$ cat config.mk
export PLATFORM = sky130hd
export DESIGN_NAME = uart_rx_fifo
export DESIGN_NICKNAME = d
export VERILOG_FILES = /design/src/rtl/uart_pkg.sv /design/src/rtl/uart_edge_rise.sv /design/src/rtl/uart_rx_fifo.sv
export SDC_FILE = /design/constraint.sdc
export NUM_CORES = 1
export LEC_CHECK = 0
export CAP_MARGIN = 20
export CORE_MARGIN = 1
export CORE_UTILIZATION = 45
export CTS_BUF_LIST = sky130_fd_sc_hd__clkbuf_4
export DETAILED_ROUTE_END_ITERATION = 12
export GPL_TIMING_DRIVEN = 0
export PLACE_DENSITY = 0.65
export RECOVER_POWER = 100
export SYNTH_ARGS = -nofsm -noshare
export SYNTH_HDL_FRONTEND = slang
export SYNTH_SLANG_ARGS = --single-unit
$ cat constraint.sdc
create_clock -name clk -period 4.7 [get_ports clk]
set_clock_uncertainty 0.05 [all_clocks]
set_input_delay 0.705 -clock clk [delete_from_list [all_inputs] [get_ports clk]]
set_output_delay 0.705 -clock clk [all_outputs]
set_load 0.01 [all_outputs]
$ cat src/rtl/uart_pkg.sv
// -----------------------------------------------------------------------------
// uart_pkg
// Shared UART constants used by the receiver, the RX FIFO and other UART
// blocks.
//   UART_DATA_W       : width of one UART character (receiver DQ width)
//   UART_RXFIFO_DEPTH : default number of entries in the receive FIFO
// -----------------------------------------------------------------------------
package uart_pkg;

  localparam int UART_DATA_W       = 8;
  localparam int UART_RXFIFO_DEPTH = 16;

endpackage : uart_pkg

$ cat src/rtl/uart_edge_rise.sv
// -----------------------------------------------------------------------------
// uart_edge_rise
// Single-cycle rising-edge detector on a level input. The delay register has a
// configurable reset value. With RST_VAL=1, a level that is already high when
// reset releases is not reported as an edge.
// Ports:
//   clk     : clock
//   rst_n   : synchronous reset, active-low
//   level_i : level to watch
//   rise_o  : one-cycle strobe in the first cycle level_i is seen high
// -----------------------------------------------------------------------------
module uart_edge_rise #(
  parameter logic RST_VAL = 1'b0
) (
  input  logic clk,
  input  logic rst_n,
  input  logic level_i,
  output logic rise_o
);

  logic level_q;

  // Delay register holding the previous level.
  always_ff @(posedge clk) begin
    if (!rst_n) begin
      level_q <= RST_VAL;
    end else begin
      level_q <= level_i;
    end
  end

  assign rise_o = level_i & ~level_q;

endmodule : uart_edge_rise

$ cat src/rtl/uart_rx_fifo.sv
// -----------------------------------------------------------------------------
// uart_rx_fifo
// Receive buffer behind the UART receiver. It pushes rx_dq once per rising edge
// of rx_end into a circular FIFO. The host side reads through a show-ahead
// valid/ready port. The block also reports occupancy, full/empty and a sticky
// overflow flag.
// Ports:
//   clk, rst_n : clock, synchronous active-low reset
//   rx_end     : frame-complete level from the receiver
//   rx_dq      : received byte, stable while rx_end is high
//   rd_data    : head-of-FIFO byte (0 while empty)
//   rd_valid   : FIFO non-empty
//   rd_ready   : consumer takes rd_data this cycle
//   count      : occupancy 0..DEPTH
//   full/empty : count==DEPTH / count==0
//   overflow   : sticky, a byte was dropped because the FIFO was full
//   ovf_clr    : clears overflow (an overflow in the same cycle wins)
// -----------------------------------------------------------------------------
module uart_rx_fifo
  import uart_pkg::*;
#(
  parameter  int DATA_W = UART_DATA_W,
  parameter  int DEPTH  = UART_RXFIFO_DEPTH,
  localparam int CNT_W  = $clog2(DEPTH) + 1
) (
  input  logic              clk,
  input  logic              rst_n,
  input  logic              rx_end,
  input  logic [DATA_W-1:0] rx_dq,
  output logic [DATA_W-1:0] rd_data,
  output logic              rd_valid,
  input  logic              rd_ready,
  output logic [CNT_W-1:0]  count,
  output logic              full,
  output logic              empty,
  output logic              overflow,
  input  logic              ovf_clr
);

  localparam int PTR_W = $clog2(DEPTH);

  logic [DATA_W-1:0] mem_q [DEPTH];

  logic [PTR_W-1:0] wr_ptr_q, wr_ptr_d;
  logic [PTR_W-1:0] rd_ptr_q, rd_ptr_d;
  logic [CNT_W-1:0] count_q, count_d;
  logic             full_q, full_d;
  logic             empty_q, empty_d;
  logic             rd_valid_q, rd_valid_d;
  logic             overflow_q, overflow_d;

  logic push_s;
  logic pop_s;
  logic accept_s;
  logic ovf_set_s;

  // rx_end delay register resets high, so a level already high at reset
  // release is not treated as a new frame.
  uart_edge_rise #(
    .RST_VAL (1'b1)
  ) u_rx_end_rise (
    .clk     (clk),
    .rst_n   (rst_n),
    .level_i (rx_end),
    .rise_o  (push_s)
  );

  assign pop_s = rd_valid_q & rd_ready;
  // When full, a pop in the same cycle frees the slot the push needs.
  assign accept_s  = push_s & (~full_q | pop_s);
  assign ovf_set_s = push_s & full_q & ~pop_s;

  // Next-state for pointers, occupancy and status flags.
  always_comb begin
    wr_ptr_d   = wr_ptr_q;
    rd_ptr_d   = rd_ptr_q;
    count_d    = count_q;
    overflow_d = overflow_q;

    if (accept_s) begin
      wr_ptr_d = wr_ptr_q + PTR_W'(1);
    end else begin
      wr_ptr_d = wr_ptr_q;
    end

    if (pop_s) begin
      rd_ptr_d = rd_ptr_q + PTR_W'(1);
    end else begin
      rd_ptr_d = rd_ptr_q;
    end

    case ({accept_s, pop_s})
      2'b10:   count_d = count_q + CNT_W'(1);
      2'b01:   count_d = count_q - CNT_W'(1);
      default: count_d = count_q;
    endcase

    if (ovf_set_s) begin
      overflow_d = 1'b1;
    end else if (ovf_clr) begin
      overflow_d = 1'b0;
    end else begin
      overflow_d = overflow_q;
    end

    full_d     = (count_d == CNT_W'(DEPTH));
    empty_d    = (count_d == CNT_W'(0));
    rd_valid_d = ~empty_d;
  end

  // Control state registers.
  always_ff @(posedge clk) begin
    if (!rst_n) begin
      wr_ptr_q   <= '0;
      rd_ptr_q   <= '0;
      count_q    <= '0;
      full_q     <= 1'b0;
      empty_q    <= 1'b1;
      rd_valid_q <= 1'b0;
      overflow_q <= 1'b0;
    end else begin
      wr_ptr_q   <= wr_ptr_d;
      rd_ptr_q   <= rd_ptr_d;
      count_q    <= count_d;
      full_q     <= full_d;
      empty_q    <= empty_d;
      rd_valid_q <= rd_valid_d;
      overflow_q <= overflow_d;
    end
  end

  // Storage array; contents need no reset.
  always_ff @(posedge clk) begin
    if (accept_s) begin
      mem_q[wr_ptr_q] <= rx_dq;
    end
  end

  assign rd_data  = rd_valid_q ? mem_q[rd_ptr_q] : '0;
  assign rd_valid = rd_valid_q;
  assign count    = count_q;
  assign full     = full_q;
  assign empty    = empty_q;
  assign overflow = overflow_q;

endmodule : uart_rx_fifo

# Word level (Yosys, flattened, before mapping)
# Memory sizes are Yosys's and may differ from the RTL's. A register that Yosys moved wholly into a read port is not among the register bits.
# Index checks and enable logic that the tools add are counted.
[totals] reg_bits=18 latch_bits=0 ram_bits=128 rom_bits=0 in_bits=13 mem_count=1
[op_classes] n_addsub=4 mul=0 n_div=0 order_cmp=0 n_eq_ne=3 n_shift=0 n_mux=8 bitwise_logic=10 reduce_logical=2
[mem_list] name="mem_q" depth=16 word_bits=8 read_ports=1 rd_clocked_by_memory_dff=1 wr=1 line_no="uart_rx_fifo.sv:42" source="logic [DATA_W-1:0] mem_q [DEPTH];"
[ops] op="$pmux W5 S2" n=1
[ops] op="$add A4 B1 Y4 const B" n=2
[ops] op="$mux W4" n=2
[ops] op="$mux W8" n=1
[ops] op="$add A5 B1 Y5 const B" n=1
[ops] op="$and A1 B1 Y1" n=5
[ops] op="$eq A5 B5 Y1 const B" n=1
[ops] op="$logic_not A5 Y1" n=1
[ops] op="$sub A5 B1 Y5 const B" n=1
[ops] op="$mux W1" n=4
[ops] op="$not A1 Y1" n=4
[ops] op="$eq A2 B1 Y1 const B" n=1
[ops] op="$eq A2 B2 Y1 const B" n=1
[ops] op="$reduce_bool A2 Y1" n=1
[ops] op="$or A1 B1 Y1" n=1

# Longest topological paths before layout
[logic_depth] ltp_word=7 ltp_mapped=12

# Modules after synthesis
# Synthesis repeated with hierarchy kept, for this count alone.
[hier_totals] cells_unflattened=313 hier_area_um2=6040.8
[modules_own_cells] mod="uart_rx_fifo" n_inst=1 cells_each=310 area_per_inst_um2=6000.8 seq_area_each_um2=4264.1
[modules_own_cells] mod="uart_edge_rise" n_inst=1 cells_each=3 area_per_inst_um2=40.0 seq_area_each_um2=20.0

# Least setup slack after synthesis
# OpenSTA, ideal clock, no wires.
[synth_path] path_kind="input port to flip-flop" start="input port rd_ready" end="register full_q (netlist: full)" setup_time_ns=0.080 arrival_ns=3.166 required_ns=4.570 setup_slack_ns=1.405 path_stages=11 path_cell_list="nand2_1 a21oi_1 inv_1 ha_1 buf_2 xor2_1 ha_1 mux2_2 a2111oi_2 xor2_1 nor3b_1"
[synth_via] elab_chain_cells=6 word_cells_on_any_way=7 cone_classes="eq/ne: 3; mux: 1; bitwise: 3"
[synth_rtl] item="start, declared" line_no="uart_rx_fifo.sv:32" source="input logic rd_ready,"
[synth_rtl] item="$and A1 B1 Y1 (*)" line_no="uart_rx_fifo.sv:68" source="assign pop_s = rd_valid_q & rd_ready;"
[synth_rtl] item="$or A1 B1 Y1" line_no="uart_rx_fifo.sv:70" source="assign accept_s = push_s & (~full_q | pop_s);"
[synth_rtl] item="$and A1 B1 Y1" line_no="uart_rx_fifo.sv:70"
[synth_rtl] item="$eq A2 B1 Y1 / $eq A2 B2 Y1 (equally long branches)" line_no="uart_rx_fifo.sv:92" source="case ({accept_s, pop_s})"
[synth_rtl] item="$pmux W5 S2 (*)" line_no="uart_rx_fifo.sv:92"
[synth_rtl] item="$eq A5 B5 Y1 (*)" line_no="uart_rx_fifo.sv:106" source="full_d = (count_d == CNT_W'(DEPTH));"
[synth_rtl] item="end signal, assigned" line_no="uart_rx_fifo.sv:125" source="full_q <= full_d;"
[synth_rtl] item="end, declared" line_no="uart_rx_fifo.sv:47" source="logic full_q, full_d;"
# Mark *: on every way between the ends. The rest lies on a longest branch, timed or not.
# A chain may end at the register's enable or synchronous reset.

==> impl_metrics.csv <==
group,metric,value,unit
status,status,"complete, no violations",
sta,tightest_slew,0.908,ns
yosys,synth-adder-area-share,0.0168,
clock_network,clk-insertion-delay-late,0.54,ns
yosys,synth_xor_xnor_area_share,0.0147,
yosys,yosys.area_share.simple,0.0560,
clock_network,clock-sinks,150,
critical_path,timing.setup.critical_path_class,"register to primary output",
sta,setup_total_negative_slack,0,ns
clock_network,cts_post_setup_buffers_inserted,0,
layout,multiInputGateArea,0.00156,sq mm
layout,num_antenna_cells,0,
sta,slew_headroom,0.392,
pwr,pwr_density_cell,382,mW/mm^2
pwr,total_power,2.57,mW
clock_network,worst_setup_hold_path_clk_slew,0.13,ns
sta,rsz0062_at_grt,"no",
routing,number_of_drc_markers_in_iteration_0,226,
routing,route.detailed.vias_per_inst,5.34,
layout,design.final.nets,388,
placed_design,routabilityCongestion,0.764,
die,initial_core_utilization,0.465,
sta,achievable-frequency,247,MHz
pwr,cellLeakagePower,2.15,nW
clock_network,cts_made_buffers,17,
run,drv_cap,0,
routing,detail_route.wl_per_cell,19.9,microns
yosys,yosys_warnings,0,
grt,grt_overflow_total,0,
die,fp.dieH,117,microns
grt,globalRouteTotalUtil,0.182,
layout,register_area,0.00428,sq mm
critical_path,timing.critical_path.arrival,3.29,ns
routing,drt_antenna_net_count,0,
clock_network,cts_hold_buf,0,
sta,final-max-slew-violation-count,0,
grt,initial_antenna_violation_count,0,
routing,drc,0,
clock_network,cts_tree,"yes",
pwr,vdd_drop_max,0.000197,V
grt,wire_length_of_the_first_global_routing_pass,16700,microns
die,fp.dieW,117,microns
sta,report.final.hold_viol_count,0,
routing,num_vias,2949,
clock_network,ctsLongestPathBuffers,2,
placed_design,io_buffers,29,
clock_network,htree_num_levels,4,
die,floorplan.die_area,0.0137,sq mm
layout,final_layout_size_suffix_gt1_frac,0.208,
yosys,synthesis.instances,315,
layout,area_growth,13.1,%
critical_path,start_kind,"register",
grt,maximum_number_of_pins_on_one_net_before_global_route_repair,17,
yosys,postSynthAreaPerCell,18.9,sq um
die,placement_rows,41,
yosys,synth_nets,336,
yosys,yosys_register_bits,150,
layout,final_common_cell,"sky130_fd_sc_hd__edfxtp_1",
grt,first_global_vias,2912,
yosys,synth.lib_cells_used.distinct,34,
placed_design,dp.final_hpwl,7680,microns
sta,finalCritPeriodShare,0.861,
critical_path,critical_path.max_fanout,10,
sta,finalSetupViolations,0,
die,io-pin-count,30,
routing,drt-pass1-iter-count,4,
layout,final.fill_count,1064,
clock_network,cts_root_buf,"sky130_fd_sc_hd__clkbuf_4",
die,core-area,0.0128,sq mm
yosys,synth_area,0.00594,sq mm
critical_path,critPathRequiredTime,3.94,ns
yosys,synth-compound-area-share,0.0183,
worst_hold_path,holdCritPathClass,"register to register",
routing,postRouteWirelength,11000,microns
yosys,synth_top_family_by_area,"multiplexers",
sta,layout_min_cycle_time,4.05,ns
yosys,synthMuxAreaShare,0.157,
clock_network,postCtsResizedCells,0,
layout,top_library_cells_by_usage_in_the_layout_fill_and_taps_aside,"sky130_fd_sc_hd__edfxtp_1, sky130_fd_sc_hd__mux4_2, sky130_fd_sc_hd__nor2_1, sky130_fd_sc_hd__dlygate4sd3_1, sky130_fd_sc_hd__dfxtp_1",
critical_path,worst_setup_path_end_kind,"primary output",
yosys,ys_seq_area_frac,0.721,
## registers in the layout (all words and copies together), names as in the netlist, named ones only
| signal | cells |
|---|---|
| rd_valid | 1 |
| rd_ptr_q | 4 |
| empty | 1 |
| u_rx_end_rise.level_q | 1 |
| wr_ptr_q | 4 |
| count | 5 |
| mem_q | 128 |
| full | 1 |
| overflow | 1 |
## area by class of cell
type,count,share of cell area
plain buffers,13,0.0100
clock buffers,17,0.0190
clock inverters,15,0.0207
inverters,8,0.00447
repair buffers,33,0.0454
multi-input cells,144,0.231
well taps,172,0.0320
flip-flops and latches,150,0.637
## Yosys cell counts
library cell / count / area, sq um
sky130_fd_sc_hd__ha_1: 8 / 100
sky130_fd_sc_hd__nor2b_1: 3 / 18.8
sky130_fd_sc_hd__o221a_2: 1 / 11.3
sky130_fd_sc_hd__xnor2_1: 3 / 26.3
sky130_fd_sc_hd__mux4_2: 40 / 901
sky130_fd_sc_hd__nand2b_1: 6 / 37.5
sky130_fd_sc_hd__buf_6: 1 / 11.3
sky130_fd_sc_hd__o22ai_1: 2 / 12.5
sky130_fd_sc_hd__nor3b_1: 2 / 15.0
sky130_fd_sc_hd__clkbuf_1: 4 / 15.0
sky130_fd_sc_hd__xor2_1: 7 / 61.3
sky130_fd_sc_hd__buf_4: 3 / 22.5
sky130_fd_sc_hd__nand3b_1: 1 / 7.51
sky130_fd_sc_hd__o211ai_1: 2 / 15.0
sky130_fd_sc_hd__nor2_1: 25 / 93.8
sky130_fd_sc_hd__and3_1: 1 / 6.26
sky130_fd_sc_hd__nand4_1: 2 / 12.5
sky130_fd_sc_hd__a211oi_1: 1 / 7.51
sky130_fd_sc_hd__or4b_1: 1 / 10.0
sky130_fd_sc_hd__dfxtp_1: 22 / 440
sky130_fd_sc_hd__nor3_1: 4 / 20.0
sky130_fd_sc_hd__a21bo_2: 1 / 10.0
sky130_fd_sc_hd__edfxtp_1: 128 / 3840
sky130_fd_sc_hd__inv_1: 8 / 30.0
sky130_fd_sc_hd__mux2i_1: 2 / 20.0
sky130_fd_sc_hd__mux2_2: 1 / 11.3
sky130_fd_sc_hd__o21a_1: 1 / 7.51
sky130_fd_sc_hd__a21oi_1: 4 / 20.0
sky130_fd_sc_hd__o21ai_0: 2 / 10.0
sky130_fd_sc_hd__buf_1: 4 / 15.0
sky130_fd_sc_hd__and2_1: 10 / 62.6
sky130_fd_sc_hd__nand2_1: 13 / 48.8
sky130_fd_sc_hd__a2111oi_2: 1 / 15.0
sky130_fd_sc_hd__buf_2: 1 / 5.00
## routing by layer
layer  global-route usage  wire length, microns  up-vias
met5                    0                     0        -
met4               0.0734                   226        0
met3               0.0433                   450       20
met2                0.290                  5320       62
met1                0.243                  4960     1516
li1                     -                     -     1351
## through the flow
| step | setup WS (ns) | hold slack [ns] | area (sq um) | util | std cells |
|---|---|---|---|---|---|
| floorplan | 1.40 | 0.417 | 5940 | - | 315 |
| global placement | 0.602 | 0.443 | 6450 | 0.505 | 516 |
| detailed placement | 0.522 | 0.438 | 6470 | 0.507 | 520 |
| CTS | 0.646 | 0.456 | 6740 | 0.528 | 552 |
| global route | 0.367 | 0.500 | 6720 | 0.526 | 552 |
| finish | 0.653 | 0.453 | 6720 | 0.526 | 552 |
## power breakdown
part           switching (mW)  internal (mW)  total (mW)  leakage, nW
combinational           0.156          0.173       0.329        0.668
sequential             0.0233           1.46        1.49         1.33
clock                   0.478          0.274       0.752        0.150
## worst max-delay path, cell delays in order (launching register included)
cell,delay (ns)
sky130_fd_sc_hd__dfxtp_1,0.45
sky130_fd_sc_hd__clkbuf_1,0.58
sky130_fd_sc_hd__mux4_2,0.45
sky130_fd_sc_hd__mux4_2,0.49
sky130_fd_sc_hd__and2_1,0.18
sky130_fd_sc_hd__dlygate4sd3_1,0.60
## worst paths after layout
path,startpoint,to,slack [ns],cells past startpoint
worst min-delay path,rd_ptr_q[1],register,0.45,2
worst max register to register,rd_valid,full,0.86,11
worst min register to register,rd_ptr_q[1],register,0.45,2
worst max-delay path,register,rd_data[1],0.65,5
## cell families (layout without fill, tap and decap cells)
logic type | after synthesis | count (layout)
and+or+nand+nor | 68 | 68
muxes | 43 | 43
buffers and inverters | 21 | 86
adders and majority gates | 8 | 8
AOI/OAI and AO/OA | 15 | 15
xor gates and xnor gates | 10 | 10
DFF | 150 | 150
Power figures use the tool's default switching activity.
